[config.mk]
export PLATFORM = sky130hd
export DESIGN_NAME = div_unit_flat
export DESIGN_NICKNAME = d
export VERILOG_FILES = /design/src/rtl/div_unit_pkg.sv /design/src/rtl/div_unit_if.sv /design/src/rtl/div_step.sv /design/src/rtl/div_unit.sv /design/src/flat_wrapper.sv
export SDC_FILE = /design/constraint.sdc
export NUM_CORES = 1
export LEC_CHECK = 0
export BUFFER_PORTS_ARGS = -buffer_cell sky130_fd_sc_hd__buf_2
export CELL_PAD_IN_SITES_DETAIL_PLACEMENT = 0
export CELL_PAD_IN_SITES_GLOBAL_PLACEMENT = 1
export CORE_UTILIZATION = 40
export DETAILED_ROUTE_END_ITERATION = 8
export PLACE_DENSITY = 0.82
export SLEW_MARGIN = 20
export SYNTH_ARGS = -nofsm -noshare
export SYNTH_HDL_FRONTEND = slang
export SYNTH_HIERARCHICAL = 1
export SYNTH_SLANG_ARGS = --single-unit
[constraint.sdc]
create_clock -name clk -period 3.6 [get_ports clk]
set_input_delay 0.18 -clock clk [delete_from_list [all_inputs] [get_ports clk]]
set_output_delay 0.18 -clock clk [all_outputs]
set_load 0.02 [all_outputs]
[src/rtl/div_unit_pkg.sv]
// Shared CPU definitions for the iterative divider: FSM states, iteration
// count, divide-by-zero constant and an operand magnitude helper.
package div_unit_pkg;

   typedef enum logic [1:0] {IDLE, CALC, FIN} div_state_t;

   localparam int unsigned DIV_ITERS = 32;

   localparam logic [31:0] DIV_ZERO_QUOT = 32'hFFFF_FFFF;

   // Magnitude of a 32-bit operand; unsigned ops pass through unchanged.
   // abs(0x80000000) wraps back to 0x80000000, which is the right
   // unsigned magnitude.
   function automatic logic [31:0] abs32(input logic [31:0] v, input logic sgn);
      return (sgn && v[31]) ? (~v + 32'd1) : v;
   endfunction

endpackage

[src/rtl/div_unit_if.sv]
// Start/busy/done handshake between EX-stage control and the divider.
interface div_unit_if #(
   parameter int unsigned WIDTH = 32
);
   logic             start;
   logic             signed_op;
   logic [WIDTH-1:0] dividend;
   logic [WIDTH-1:0] divisor;
   logic             cancel;
   logic             busy;
   logic             done;
   logic [WIDTH-1:0] quotient;
   logic [WIDTH-1:0] remainder;

   modport master (
      output start, signed_op, dividend, divisor, cancel,
      input  busy, done, quotient, remainder
   );

   modport slave (
      input  start, signed_op, dividend, divisor, cancel,
      output busy, done, quotient, remainder
   );
endinterface

[src/rtl/div_step.sv]
// One combinational restoring-division iteration on the 64-bit
// {partial remainder, quotient} working register.
module div_step (
   input  logic [63:0] work,
   input  logic [31:0] divisor,
   output logic [63:0] work_next
);

   logic        ge;
   logic [31:0] diff;

   // Shift left, trial-subtract from the upper 33 bits, keep if non-negative.
   // When the trial succeeds the true difference is below 2^32, so the
   // modulo-2^32 subtraction of the low 32 bits is exact.
   always_comb begin
      ge   = (work[63:31] >= {1'b0, divisor});
      diff = work[62:31] - divisor;
      if (ge) begin
         work_next = {diff, work[30:0], 1'b1};
      end else begin
         work_next = {work[62:0], 1'b0};
      end
   end

endmodule

[src/rtl/div_unit.sv]
// Iterative 32-bit DIV/DIVU unit for the EX stage: quotient to LO,
// remainder to HI, 34-cycle latency, cancellable by pipeline flush.
// Optional macro DIV_ZERO_FAST_EN: a zero divisor skips the iterations.
module div_unit
   import div_unit_pkg::*;
#(
   parameter int unsigned WIDTH = 32
) (
   input  logic     clk,
   input  logic     rst,
   div_unit_if.slave bus
);

   div_state_t         state_q, state_d;
   logic [4:0]         cnt_q, cnt_d;
   logic [2*WIDTH-1:0] work_q, work_d, work_step;
   logic [WIDTH-1:0]   dvsr_q, dvsr_d;
   logic [WIDTH-1:0]   orig_q, orig_d;
   logic               q_neg_q, q_neg_d;
   logic               r_neg_q, r_neg_d;
   logic               dz_q, dz_d;
   logic               busy_q, busy_d;
   logic               done_q, done_d;
   logic [WIDTH-1:0]   quot_q, quot_d;
   logic [WIDTH-1:0]   rem_q, rem_d;
   logic               launch;

   div_step u_step (
      .work      (work_q),
      .divisor   (dvsr_q),
      .work_next (work_step)
   );

   // Next-state, operand capture, iteration and result writeback.
   always_comb begin
      state_d = state_q;
      cnt_d   = cnt_q;
      work_d  = work_q;
      dvsr_d  = dvsr_q;
      orig_d  = orig_q;
      q_neg_d = q_neg_q;
      r_neg_d = r_neg_q;
      dz_d    = dz_q;
      quot_d  = quot_q;
      rem_d   = rem_q;
      done_d  = 1'b0;
      launch  = bus.start & ~bus.cancel;

      unique case (state_q)
         IDLE: begin
            if (launch) begin
               work_d  = {{WIDTH{1'b0}}, abs32(bus.dividend, bus.signed_op)};
               dvsr_d  = abs32(bus.divisor, bus.signed_op);
               orig_d  = bus.dividend;
               q_neg_d = bus.signed_op & (bus.dividend[31] ^ bus.divisor[31]);
               r_neg_d = bus.signed_op & bus.dividend[31];
               dz_d    = (bus.divisor == '0);
               cnt_d   = '0;
               state_d = CALC;
`ifdef DIV_ZERO_FAST_EN
               if (bus.divisor == '0) begin
                  state_d = FIN;
               end
`endif
            end
         end
         CALC: begin
            if (bus.cancel) begin
               state_d = IDLE;
            end else begin
               work_d = work_step;
               cnt_d  = cnt_q + 5'd1;  // wraps 31 -> 0 on the way to FIN
               if (cnt_q == 5'(DIV_ITERS - 1)) begin
                  state_d = FIN;
               end
            end
         end
         FIN: begin
            state_d = IDLE;
            if (!bus.cancel) begin
               done_d = 1'b1;
               if (dz_q) begin
                  quot_d = DIV_ZERO_QUOT;
                  rem_d  = orig_q;
               end else begin
                  quot_d = q_neg_q ? (~work_q[WIDTH-1:0] + 1'b1) : work_q[WIDTH-1:0];
                  rem_d  = r_neg_q ? (~work_q[2*WIDTH-1:WIDTH] + 1'b1)
                                   : work_q[2*WIDTH-1:WIDTH];
               end
            end
         end
         default: state_d = IDLE;
      endcase

      busy_d = (state_d != IDLE);
   end

   // State and output registers with synchronous reset.
   always_ff @(posedge clk) begin
      if (rst) begin
         state_q <= IDLE;
         cnt_q   <= '0;
         work_q  <= '0;
         dvsr_q  <= '0;
         orig_q  <= '0;
         q_neg_q <= 1'b0;
         r_neg_q <= 1'b0;
         dz_q    <= 1'b0;
         busy_q  <= 1'b0;
         done_q  <= 1'b0;
         quot_q  <= '0;
         rem_q   <= '0;
      end else begin
         state_q <= state_d;
         cnt_q   <= cnt_d;
         work_q  <= work_d;
         dvsr_q  <= dvsr_d;
         orig_q  <= orig_d;
         q_neg_q <= q_neg_d;
         r_neg_q <= r_neg_d;
         dz_q    <= dz_d;
         busy_q  <= busy_d;
         done_q  <= done_d;
         quot_q  <= quot_d;
         rem_q   <= rem_d;
      end
   end

   assign bus.busy      = busy_q;
   assign bus.done      = done_q;
   assign bus.quotient  = quot_q;
   assign bus.remainder = rem_q;

endmodule
[src/flat_wrapper.sv]
// flat-port wrapper written by rule: the top's interface ports become plain ports
module div_unit_flat import div_unit_pkg::*;
#(
   parameter int unsigned WIDTH = 32
)
  (clk, rst, bus_start, bus_signed_op, bus_dividend, bus_divisor, bus_cancel, bus_busy, bus_done, bus_quotient, bus_remainder);
  div_unit_if #(.WIDTH(WIDTH)) bus_i ();
  input  logic clk;
  input  logic rst;
  input wire logic [$bits(bus_i.start)-1:0] bus_start;
  input wire logic [$bits(bus_i.signed_op)-1:0] bus_signed_op;
  input wire logic [$bits(bus_i.dividend)-1:0] bus_dividend;
  input wire logic [$bits(bus_i.divisor)-1:0] bus_divisor;
  input wire logic [$bits(bus_i.cancel)-1:0] bus_cancel;
  output wire logic [$bits(bus_i.busy)-1:0] bus_busy;
  output wire logic [$bits(bus_i.done)-1:0] bus_done;
  output wire logic [$bits(bus_i.quotient)-1:0] bus_quotient;
  output wire logic [$bits(bus_i.remainder)-1:0] bus_remainder;
  assign bus_i.start = bus_start;
  assign bus_i.signed_op = bus_signed_op;
  assign bus_i.dividend = bus_dividend;
  assign bus_i.divisor = bus_divisor;
  assign bus_i.cancel = bus_cancel;
  assign bus_busy = bus_i.busy;
  assign bus_done = bus_i.done;
  assign bus_quotient = bus_i.quotient;
  assign bus_remainder = bus_i.remainder;
  div_unit #(.WIDTH(WIDTH)) u_core (.clk(clk), .rst(rst), .bus(bus_i));
endmodule
== Word-level counts from Yosys, hierarchy flattened ==
Index checks and enable logic that the tools add are counted.

* Bits in registers: 204
* Input bits: 69
* Logic and storage cells: 62
* Output and inout bits: 66

* Reduce and logical (&&, ||, !) cells: 10
* Bitwise gates (word level): 10
* Add/sub/neg operators: 6
* Multiplexer cells: 18
* Magnitude comparators: 1
* Equal/unequal tests: 5

{| class="wikitable"
|+ Operator list
! operator !! number
|-
| two-way mux 32 bit || 6
|-
| two-way mux 64 bit || 3
|-
| adder 32 x 1 -> 32 bit (second input constant) || 4
|-
| inverter 32 bit || 4
|-
| one-hot mux 64 bit (2 select lines) || 1
|-
| >= comparator 33 x 32 -> 1 bit || 1
|-
| logical NOT 32 bit || 1
|-
| subtractor 32 bit || 1
|-
| two-way mux 5 bit || 2
|-
| one-hot mux 5 bit (2 select lines) || 1
|-
| two-way mux 2 bit || 3
|-
| adder 5 x 1 -> 5 bit (second input constant) || 1
|-
| equality test 5 bit (second input constant) || 1
|-
| one-hot mux 2 bit (2 select lines) || 1
|-
| AND reduction 2 bit || 2
|-
| nonzero test 2 bit || 2
|-
| AND 1 bit || 3
|-
| AND reduction 3 bit || 1
|-
| equality test 2 x 1 -> 1 bit (second input constant) || 1
|-
| equality test 2 bit (second input constant) || 1
|-
| logical AND 1 bit || 2
|-
| logical NOT 2 bit || 1
|-
| != test 2 x 1 -> 1 bit (second input constant) || 1
|-
| != test 2 bit (second input constant) || 1
|-
| 4 further kinds || 5
|}

== Depth between registers and ports, before layout ==
Gate-level depths: netlist (run 1).

* Word-level depth: 5
* Gate-level depth with buffers: 14

== Modules after synthesis ==
The synthesis (run 1) kept the hierarchy.

{| class="wikitable"
|+ Modules (own cells, without submodules)
! module !! instances !! area an instance (µm²) !! cells each
|-
| div_unit || 1 || 10,398.7 || 1,275
|-
| div_step || 1 || 2,549.9 || 380
|}

== Worst setup path before layout (run 1) ==
OpenSTA, ideal clock, no wires.

* Kind: flip-flop to flip-flop
* From: register u_core.work_q[31]
* To: register u_core.work_q[58]
* Arrival time: 2,792 ps
* Cell stages (with the launch flop): 13
* Slack: 692 ps
* Buffers on the path: 0
* Period minus slack after synthesis: 2,908 ps
* Data required time: 3,483 ps
* Path through: dfxtp_1 inv_1 ha_1 fa_1 nand2b_1 a21oi_1 o2111ai_2 a2111oi_0 nor3_2 a21oi_1 o21ai_0 a31o_1 a22o_1

* Word-level cells in the longest chain between the ends: 4
* Elaborated cells on any way between the ends: 5
* Those cells by class: 1 x add/sub; 1 x order compare; 3 x mux

{| class="wikitable"
|+ RTL lines
! what !! line !! text
|-
| start: declaration || div_unit.sv:16 || <nowiki>logic [2*WIDTH-1:0] work_q, work_d, work_step;</nowiki>
|-
| start signal: assignment || div_unit.sv:116 || <nowiki>work_q <= work_d;</nowiki>
|-
| subtractor 32 bit / >= comparator 33 x 32 -> 1 bit (equally long branches) || div_step.sv:17, div_step.sv:16 ||
|-
| two-way mux 64 bit * || div_step.sv:18 || <nowiki>if (ge) begin</nowiki>
|-
| net u_core.work_step[58] || div_unit.sv:16 ||
|-
| two-way mux 64 bit * || div_unit.sv:68 || <nowiki>if (bus.cancel) begin</nowiki>
|-
| one-hot mux 64 bit (2 select lines) * || div_unit.sv:49 || <nowiki>unique case (state_q)</nowiki>
|}

The timed path passes the listed nets; every way through them passes the cells marked *. The select of a mux whose other input is x is not followed.
A chain may end at the register's enable or synchronous reset.

== Worst setup path in the final report (run 1) ==
* From: register u_core.work_q[32]
* To: register u_core.work_q[62]

The elaborated chain is that of the path after synthesis.

==> summary.txt, run 1 <==
RR Endpoint - u_core/work_q[62]
DRT Wirelength - 43000 um
Static Leak - 6.03 nW
core box area - 31700 um2
Sink Count - 204
TritonCTS Buffers - 25
post-synth top area share - 31.5%
post-synthesis sequential area ratio - 31.5%
initial antenna violation count - 1
largest net degree at the start of global routing - 86
Main synth FF type - dfxtp_1
cells after synthesis - 1655
f_max - 0.309 GHz
syn_nets - 1763
Overall Power - 0.00611 W
Avg Cell Area, Syn - 7.82 um2
gpl congestion - 0.874
Remaining DRCs - 0
I/O Buffers - 134
peak supply drop - 0.341 mV
Final nets - 1856
Vias - 12868
CP Launch Type - flop
CP endpoint kind - flop
Setup WS pre-CTS - 382 ps
worst endpoint required time - 4030 ps
Iter 0 DRT Violations - 1127
status - completed
Max Buffers Root-to-Sink - 3
Post-synth EDFFs - 0
worst-margin pin slew - 1030 ps
Worst Hold Launch - bus_divisor[14]
drt via density - 5.93
FFs w/ async S/R, synth - 0%
RSZ-0062 raised after global routing - no
initial core utilization - 40.8%
netlist area before placement - 12900 um2
post-detail-place hpwl - 30800 um
share of cells above drive strength 1 - 14.3%
cell taking the most area after synthesis - dfxtp_1
fin crit share - 89.8%
placed insts - 2075
Netlist cell types - 84
routed len/inst - 19.8 um
Hold Path Sink - u_core/dvsr_q[14]
crit path kind - flop to flop
Slew Limit Fails - 0
Die ar. - 33100 um2
Final ANT Viol Nets - 0
Die H - 182 um
total track usage - 25.5%
setup TNS - 0 ps
1st-pass router iterations - 6
# rows - 65
worst reg-to-reg path cell count - 12
Worst Slack Setup Final - 366 ps
vias in the first global route - 12045
Die W - 182 um
CTS tree - done
Hold Vio Cnt, Final - 0
worst-skew pair later-pin latency - 550 ps
Util after Layout - 47.3%
most common cell after layout, fill and taps aside - dfxtp_1
Maximum Capacitance Violations - 0
Reg-to-Reg Start - u_core/work_q[32]
Layout area overhead - 16.0%
crit-path max FO - 8
min-delay worst type - input pin to flop
top post-synthesis cells by area - dfxtp_1, a21oi_1, nand2_1
first-pass GRT wire length - 67600 um
CTS H-Tree Depth - 1
fillcell total - 3214
Worst R2R Setup Slack - 370 ps
Slew headroom - 31.5%
Layout Cells excl Fill - 2169
skew final - 20.8 ps
Root Driver - clkbuf_16
most frequent cells in the layout - dfxtp_1, a21oi_1, nand2_1
IO Pins - 135
flops & latches, synth - 204
Clk pin slew, worst setup/hold paths - 60 ps
Worst Hold Depth - 3
minimum clock period - 3230 ps
pwr dens - 407 nW/um2
worst path arrival time - 3660 ps
GR Overflow Total - 0
yosys warns - 6
final setup violation count - 0
## worst max-delay path by stage
stage          slack, ps                 to         startpoint  depth (start not counted)
2_1_floorplan        690  u_core/work_q[58]  u_core/work_q[31]                         12
3_3_place_gp         380  u_core/work_q[62]  u_core/work_q[32]                         12
3_5_place_dp         380  u_core/work_q[58]  u_core/work_q[36]                         11
4_1_cts              360  u_core/work_q[58]  u_core/work_q[36]                         11
5_1_grt              160  u_core/work_q[58]  u_core/work_q[32]                         12
6_report             370  u_core/work_q[62]  u_core/work_q[32]                         12
## cells by family (layout without fill, tap and decap cells)
kind of cell | after synthesis | count (layout) | share of synthesized area (%)
AOI/OAI and AO/OA | 536 | 536 | 26.8
and+or+nand+nor | 523 | 523 | 20.4
buffers and inverters | 214 | 325 | 7.65
DFF | 204 | 204 | 31.5
xor gates and xnor gates | 118 | 118 | 7.98
adders and majority gates | 39 | 39 | 3.83
muxes | 21 | 21 | 1.73
other | 0 | 1 | 0
## routing by layer
layer  global-route usage, %  part of all wire (%)
met1                    34.5                    45
met2                    43.3                    47
met3                    2.49                   5.7
met4                    6.49                   2.2
met5                       0                     0
## stage by stage
step / area [um2] / hold WS [ps]
3_5_place_dp: 13700 / 445
5_1_grt: 15000 / 27.5
3_3_place_gp: 13700 / 438
2_1_floorplan: 12900 / 316
6_report: 15000 / 16.8
4_1_cts: 15000 / 6.70
## power by group
| part | internal [W] | total (W) | leakage, nW | switching [W] |
|---|---|---|---|---|
| combinational | 0.000429 | 0.00110 | 3.96 | 0.000675 |
| sequential | 0.00233 | 0.00241 | 1.66 | 0.0000741 |
| clock | 0.00157 | 0.00260 | 0.415 | 0.00103 |
## area by class of cell
type                       count  area (um2)  area share, %
timing repair buffer         217        1440           9.60
inverter                      63         236           1.57
sequential                   204        4080           27.2
multi-input combinational   1237        7900           52.6
antenna                        1        2.50         0.0167
clock inverter                 7         103          0.683
clock buffer                  38         744           4.96
tap                          402         503           3.35
## cell usage after synthesis, types with 17 or more instances
cell / count
dfxtp_1: 204
a21oi_1: 171
nand2_1: 159
nor2_1: 120
o21ai_0: 95
clkbuf_1: 93
inv_1: 62
xnor2_1: 60
xor2_1: 58
a31oi_1: 40
ha_1: 38
a22o_1: 35
buf_4: 33
nand3_1: 33
nor3_1: 32
a211oi_1: 30
nor4_1: 29
o31ai_1: 29
or3_1: 24
and3_1: 21
o211ai_1: 19
nand2b_1: 17
## worst max-delay path, stage by stage (launching register included)
cell	delay [ps]
dfxtp_1	480
inv_1	110
fa_1	450
nand2b_1	180
a21oi_1	290
o2111ai_2	200
a2111oi_0	500
buf_4	190
nor3_2	70
a211o_1	300
nand4_1	90
a21oi_1	70
a22o_1	200
## repair_timing
action / 4_1_cts / 5_1_grt
setup buffers: 0 / 0
resized for setup: 0 / 0
endpoints found under the hold margin: 52 / 0
hold buffers: 48 / 0
## sequential cells by signal, summed over array words and instances (netlist names)
| name | cells |
|---|---|
| u_core/bus.quotient | 32 |
| u_core/state_q | 2 |
| u_core/q_neg_q | 1 |
| u_core/r_neg_q | 1 |
| u_core/dvsr_q | 32 |
| u_core/cnt_q | 5 |
| u_core/bus.busy | 1 |
| u_core/bus.done | 1 |
| u_core/orig_q | 32 |
| u_core/work_q | 64 |
| u_core/dz_q | 1 |
| u_core/bus.remainder | 32 |
(Power assumes the default switching activity.)
==> run 2, diff against run 1 <==
Settings changed: HOLD_SLACK_MARGIN set to 0.08.
==> summary.txt, run 2 (synthesized netlist as in run 1, its figures left out) <==
# rows - 65 (unchanged)
Die W - 182 um (unchanged)
f_max - 0.304 GHz (was 0.309 GHz)
Static Leak - 6.10 nW (was 6.03 nW)
Worst Hold Launch - bus_divisor[8] (was bus_divisor[14])
worst-skew pair later-pin latency - 550 ps (about the same)
min-delay worst type - input pin to flop (unchanged)
Layout Cells excl Fill - 2187 (was 2169)
CP Launch Type - flop (unchanged)
worst endpoint required time - 4030 ps (about the same)
drt via density - 5.95 (was 5.93)
Sink Count - 204 (unchanged)
Reg-to-Reg Start - u_core/work_q[32] (unchanged)
status - completed (unchanged)
largest net degree at the start of global routing - 86 (unchanged)
Clk pin slew, worst setup/hold paths - 60 ps (about the same)
CTS resizes - 0 (unchanged)
GR Overflow Total - 0 (unchanged)
TritonCTS Buffers - 25 (unchanged)
CP endpoint kind - flop (unchanged)
crit path kind - flop to flop (unchanged)
most common cell after layout, fill and taps aside - dfxtp_1 (unchanged)
Layout area overhead - 17.4% (was 16.0%)
total track usage - 25.7% (was 25.5%)
RR Endpoint - u_core/work_q[58] (was u_core/work_q[62])
routed len/inst - 19.8 um (about the same)
footprint of the multi-input gates - 7900 um2 (unchanged)
Hold Path Sink - u_core/dvsr_q[8] (was u_core/dvsr_q[14])
Maximum Capacitance Violations - 0 (unchanged)
placed insts - 2075 (unchanged)
Die H - 182 um (unchanged)
post-detail-place hpwl - 30800 um (unchanged)
CTS H-Tree Depth - 1 (unchanged)
most frequent cells in the layout - dfxtp_1, a21oi_1, nand2_1 (unchanged)
max reg flops - 64 (unchanged)
Vias - 13005 (was 12868)
Slew headroom - 31.9% (was 31.5%)
I/O Buffers - 134 (unchanged)
Hold Vio Cnt, Final - 0 (unchanged)
initial core utilization - 40.8% (unchanged)
Biggest register - u_core/work_q (unchanged)
skew final - 18.4 ps (was 20.8 ps)
vias in the first global route - 12240 (was 12045)
Final ANT Viol Nets - 0 (unchanged)
core box area - 31700 um2 (unchanged)
1st-pass router iterations - 5 (was 6)
share of cells above drive strength 1 - 14.2% (was 14.3%)
crit-path max FO - 8 (unchanged)
Overall Power - 0.00613 W (was 0.00611 W)
minimum clock period - 3280 ps (was 3230 ps)
Max Buffers Root-to-Sink - 3 (unchanged)
Root Driver - clkbuf_16 (unchanged)
Slew Limit Fails - 0 (unchanged)
Setup WS pre-CTS - 382 ps (unchanged)
initial antenna violation count - 1 (unchanged)
fin crit share - 91.2% (was 89.8%)
IO Pins - 135 (unchanged)
gpl congestion - 0.874 (unchanged)
RSZ-0062 raised after global routing - no (unchanged)
Sequential cell area - 4080 um2 (unchanged)
fillcell total - 3188 (was 3214)
setup TNS - 0 ps (unchanged)
worst reg-to-reg path cell count - 12 (unchanged)
Remaining DRCs - 0 (unchanged)
pwr dens - 403 nW/um2 (was 407 nW/um2)
CTS tree - done (unchanged)
Worst Hold Depth - 3 (unchanged)
worst path arrival time - 3720 ps (was 3660 ps)
Final nets - 1874 (was 1856)
peak supply drop - 0.342 mV (was 0.341 mV)
first-pass GRT wire length - 68200 um (was 67600 um)
Worst R2R Setup Slack - 320 ps (was 370 ps)
Worst Slack Setup Final - 315 ps (was 366 ps)
Iter 0 DRT Violations - 1147 (was 1127)
final setup violation count - 0 (unchanged)
Die ar. - 33100 um2 (unchanged)
DRT Wirelength - 43300 um (was 43000 um)
worst-margin pin slew - 1020 ps (was 1030 ps)
[run 2: changes by cell type in the layout (fill, tap and decap cells not counted), sizes merged]
cell         change
dlygate4sd3     +18
[run 2: power by group]
group	leakage (nW)	internal, W	switching, W
sequential	1.66	0.00233	0.0000740
clock	0.415	0.00157	0.00103
combinational	4.03	0.000441	0.000680
total	6.10	0.00434	0.00179
[run 2: worst max-delay path, stage by stage (launching register included)]
cell	delay, ps
dfxtp_1	470
inv_1	100
fa_1	450
nand2b_1	180
a21oi_1	290
o2111ai_2	200
a2111oi_0	540
buf_4	200
nor3_2	70
a21oi_1	180
o21ai_0	90
a31o_1	220
a22o_1	180
[run 2: worst max-delay path by stage]
stage | slack (ps) | start | cells past startpoint | endpoint
detailed placement | 380 | u_core/work_q[36] | 11 | u_core/work_q[58]
global route | 160 | u_core/work_q[32] | 12 | u_core/work_q[58]
CTS | 360 | u_core/work_q[36] | 11 | u_core/work_q[58]
finish | 320 | u_core/work_q[32] | 12 | u_core/work_q[58]
global placement | 380 | u_core/work_q[32] | 12 | u_core/work_q[62]
floorplan | 690 | u_core/work_q[31] | 12 | u_core/work_q[58]
[run 2: final cells by class]
cell class              instances  area share (%)
repair buffers                235            10.7
inverters                      63            1.56
well taps                     402            3.31
clock buffers                  38            4.90
flip-flops and latches        204            26.9
clock inverters                 7           0.675
diodes                          1          0.0165
multi-input cells            1237            52.0
[run 2: metal layers]
metal,routed length [um],part of all wire (%),GRT usage [%]
met5,0,0,0
met4,1060,2.4,7.13
met3,2420,5.6,2.63
met2,20300,47,43.7
met1,19600,45,34.5
[run 2: stage by stage]
| stage | hold slack, ps | util (%) | cell area, um2 |
|---|---|---|---|
| 2_1_floorplan | 316 | - | 12900 |
| 3_3_place_gp | 438 | 43.1 | 13700 |
| 3_5_place_dp | 445 | 43.1 | 13700 |
| 4_1_cts | 96.1 | 47.9 | 15200 |
| 5_1_grt | 114 | 47.9 | 15200 |
| 6_report | 119 | 47.9 | 15200 |
[run 2: what timing repair did]
| item | in CTS | in global routing |
|---|---|---|
| hold endpoints to repair | 77 | 0 |
| hold buffers | 66 | 0 |
| setup endpoints to repair | 0 | 0 |
| buffers inserted | 0 | 0 |
==> run 3, diff against run 2 <==
Settings changed: GPL_ROUTABILITY_DRIVEN set to 1, REMOVE_ABC_BUFFERS set to 1.
==> summary.txt, run 3 (synthesized netlist as in run 1, its figures left out) <==
skew final - 24.8 ps (was 18.4 ps)
final setup violation count - 0 (unchanged)
fin area - 15300 um2 (was 15200 um2)
TritonCTS Buffers - 24 (was 25)
Sequential cell area - 4080 um2 (unchanged)
min-delay worst type - input pin to flop (unchanged)
Hold Vio Cnt, Final - 0 (unchanged)
minimum clock period - 3330 ps (was 3280 ps)
Die W - 182 um (unchanged)
Slew headroom - 31.8% (was 31.9%)
Layout area overhead - 18.4% (was 17.4%)
worst-margin pin slew - 1020 ps (about the same)
CTS H-Tree Depth - 1 (unchanged)
Die H - 182 um (unchanged)
CP endpoint kind - flop (unchanged)
CTS tree - done (unchanged)
routed len/inst - 17.9 um (was 19.8 um)
crit-path max FO - 8 (unchanged)
footprint of the multi-input gates - 7900 um2 (about the same)
Hold WS - 91.7 ps (was 119 ps)
I/O Buffers - 134 (unchanged)
post-detail-place hpwl - 28200 um (was 30800 um)
most frequent cells in the layout - dfxtp_1, a21oi_1, nand2_1 (unchanged)
Diodes inserted - 0 (was 1)
most common cell after layout, fill and taps aside - dfxtp_1 (unchanged)
DRT Wirelength - 39300 um (was 43300 um)
drt via density - 5.70 (was 5.95)
share of cells above drive strength 1 - 15.0% (was 14.2%)
initial core utilization - 40.8% (unchanged)
Vias - 12521 (was 13005)
largest net degree at the start of global routing - 67 (was 86)
status - completed (unchanged)
Slew Limit Fails - 0 (unchanged)
Remaining DRCs - 0 (unchanged)
worst endpoint required time - 4010 ps (was 4030 ps)
GR Overflow Total - 0 (unchanged)
initial antenna violation count - 0 (was 1)
Sink Count - 204 (unchanged)
worst-skew pair later-pin latency - 540 ps (was 550 ps)
vias in the first global route - 11687 (was 12240)
crit path kind - flop to flop (unchanged)
Overall Power - 0.00624 W (was 0.00613 W)
f_max - 0.300 GHz (was 0.304 GHz)
Clk pin slew, worst setup/hold paths - 60 ps (about the same)
Max Buffers Root-to-Sink - 3 (unchanged)
max reg flops - 64 (unchanged)
fin crit share - 92.6% (was 91.2%)
fillcell total - 3129 (was 3188)
Final ANT Viol Nets - 0 (unchanged)
IO Pins - 135 (unchanged)
Final nets - 1888 (was 1874)
gpl congestion - 0.911 (was 0.874)
Biggest register - u_core/work_q (unchanged)
Post-CTS Setup Inserts - 0 (unchanged)
dpl cell area - 13800 um2 (was 13700 um2)
first-pass GRT wire length - 62600 um (was 68200 um)
Iter 0 DRT Violations - 930 (was 1147)
1st-pass router iterations - 6 (was 5)
pwr dens - 407 nW/um2 (was 403 nW/um2)
Maximum Capacitance Violations - 0 (unchanged)
Root Driver - clkbuf_16 (unchanged)
worst path arrival time - 3740 ps (was 3720 ps)
# rows - 65 (unchanged)
total track usage - 23.2% (was 25.7%)
RSZ-0062 raised after global routing - no (unchanged)
Die ar. - 33100 um2 (unchanged)
Static Leak - 6.21 nW (was 6.10 nW)
CP Launch Type - flop (unchanged)
core box area - 31700 um2 (unchanged)
peak supply drop - 0.362 mV (was 0.342 mV)
setup TNS - 0 ps (unchanged)
-- run 3: changes by cell type in the layout (fill, tap and decap cells not counted), moves of 3 or more --
cell,previous run,this run
buf_4,34,51
bufinv_16,2,7
clkbuf_1,6,1
clkbuf_8,7,2
clkinv_2,3,6
-- run 3: timing repair --
item,CTS,global route
resized for setup,0,0
hold buffers,65,0
endpoints found under the hold margin,83,0
-- run 3: cell type report --
class                           instances  area share [%]
Tap cell                              402            3.28
Multi-Input combinational cell       1237            51.5
Inverter                               63            1.54
Sequential cell                       204            26.6
Clock buffer                           27            4.12
Timing Repair Buffer                  250            11.2
Clock inverter                         14            1.67
-- run 3: final timing paths --
kind,start,end,slack (ps),cells past startpoint
max reg2reg,u_core/work_q[32],u_core/work_q[62],270,11
min,rst,u_core/orig_q[17],90,2
min reg2reg,u_core/dvsr_q[10],u_core/dvsr_q[10],450,2
max,u_core/work_q[32],u_core/work_q[62],270,11
-- run 3: critical path, cell delays in order, from the launching register on --
cell	delay, ps
dfxtp_1	470
inv_1	110
fa_1	460
nand2b_1	180
a21oi_1	270
o2111ai_2	190
a2111oi_0	630
nor3_2	200
a211o_1	330
nand4_1	100
a21oi_1	70
a22o_1	230
-- run 3: metal layers --
metal	up-vias	track usage [%]	share of wire [%]
li1	6256	-	-
met3	68	3.25	6.3
met1	5800	31.0	45
met2	397	37.8	45
met4	0	8.34	3.3
met5	-	0	0
-- run 3: through the flow --
stage                     worst slack [ps]  std cells  utilization [%]
after floorplan                      -9210       1504                -
after global placement                 304       2091             43.5
after detailed placement               302       2091             43.5
after CTS                              288       2197             48.3
after global routing                  48.6       2197             48.3
final                                  267       2197             48.3
-- run 3: report_power, final --
part           switching (W)  internal (W)  total, W
Sequential         0.0000728       0.00233   0.00240
Clock               0.000988       0.00176   0.00274
Combinational       0.000648      0.000440   0.00109
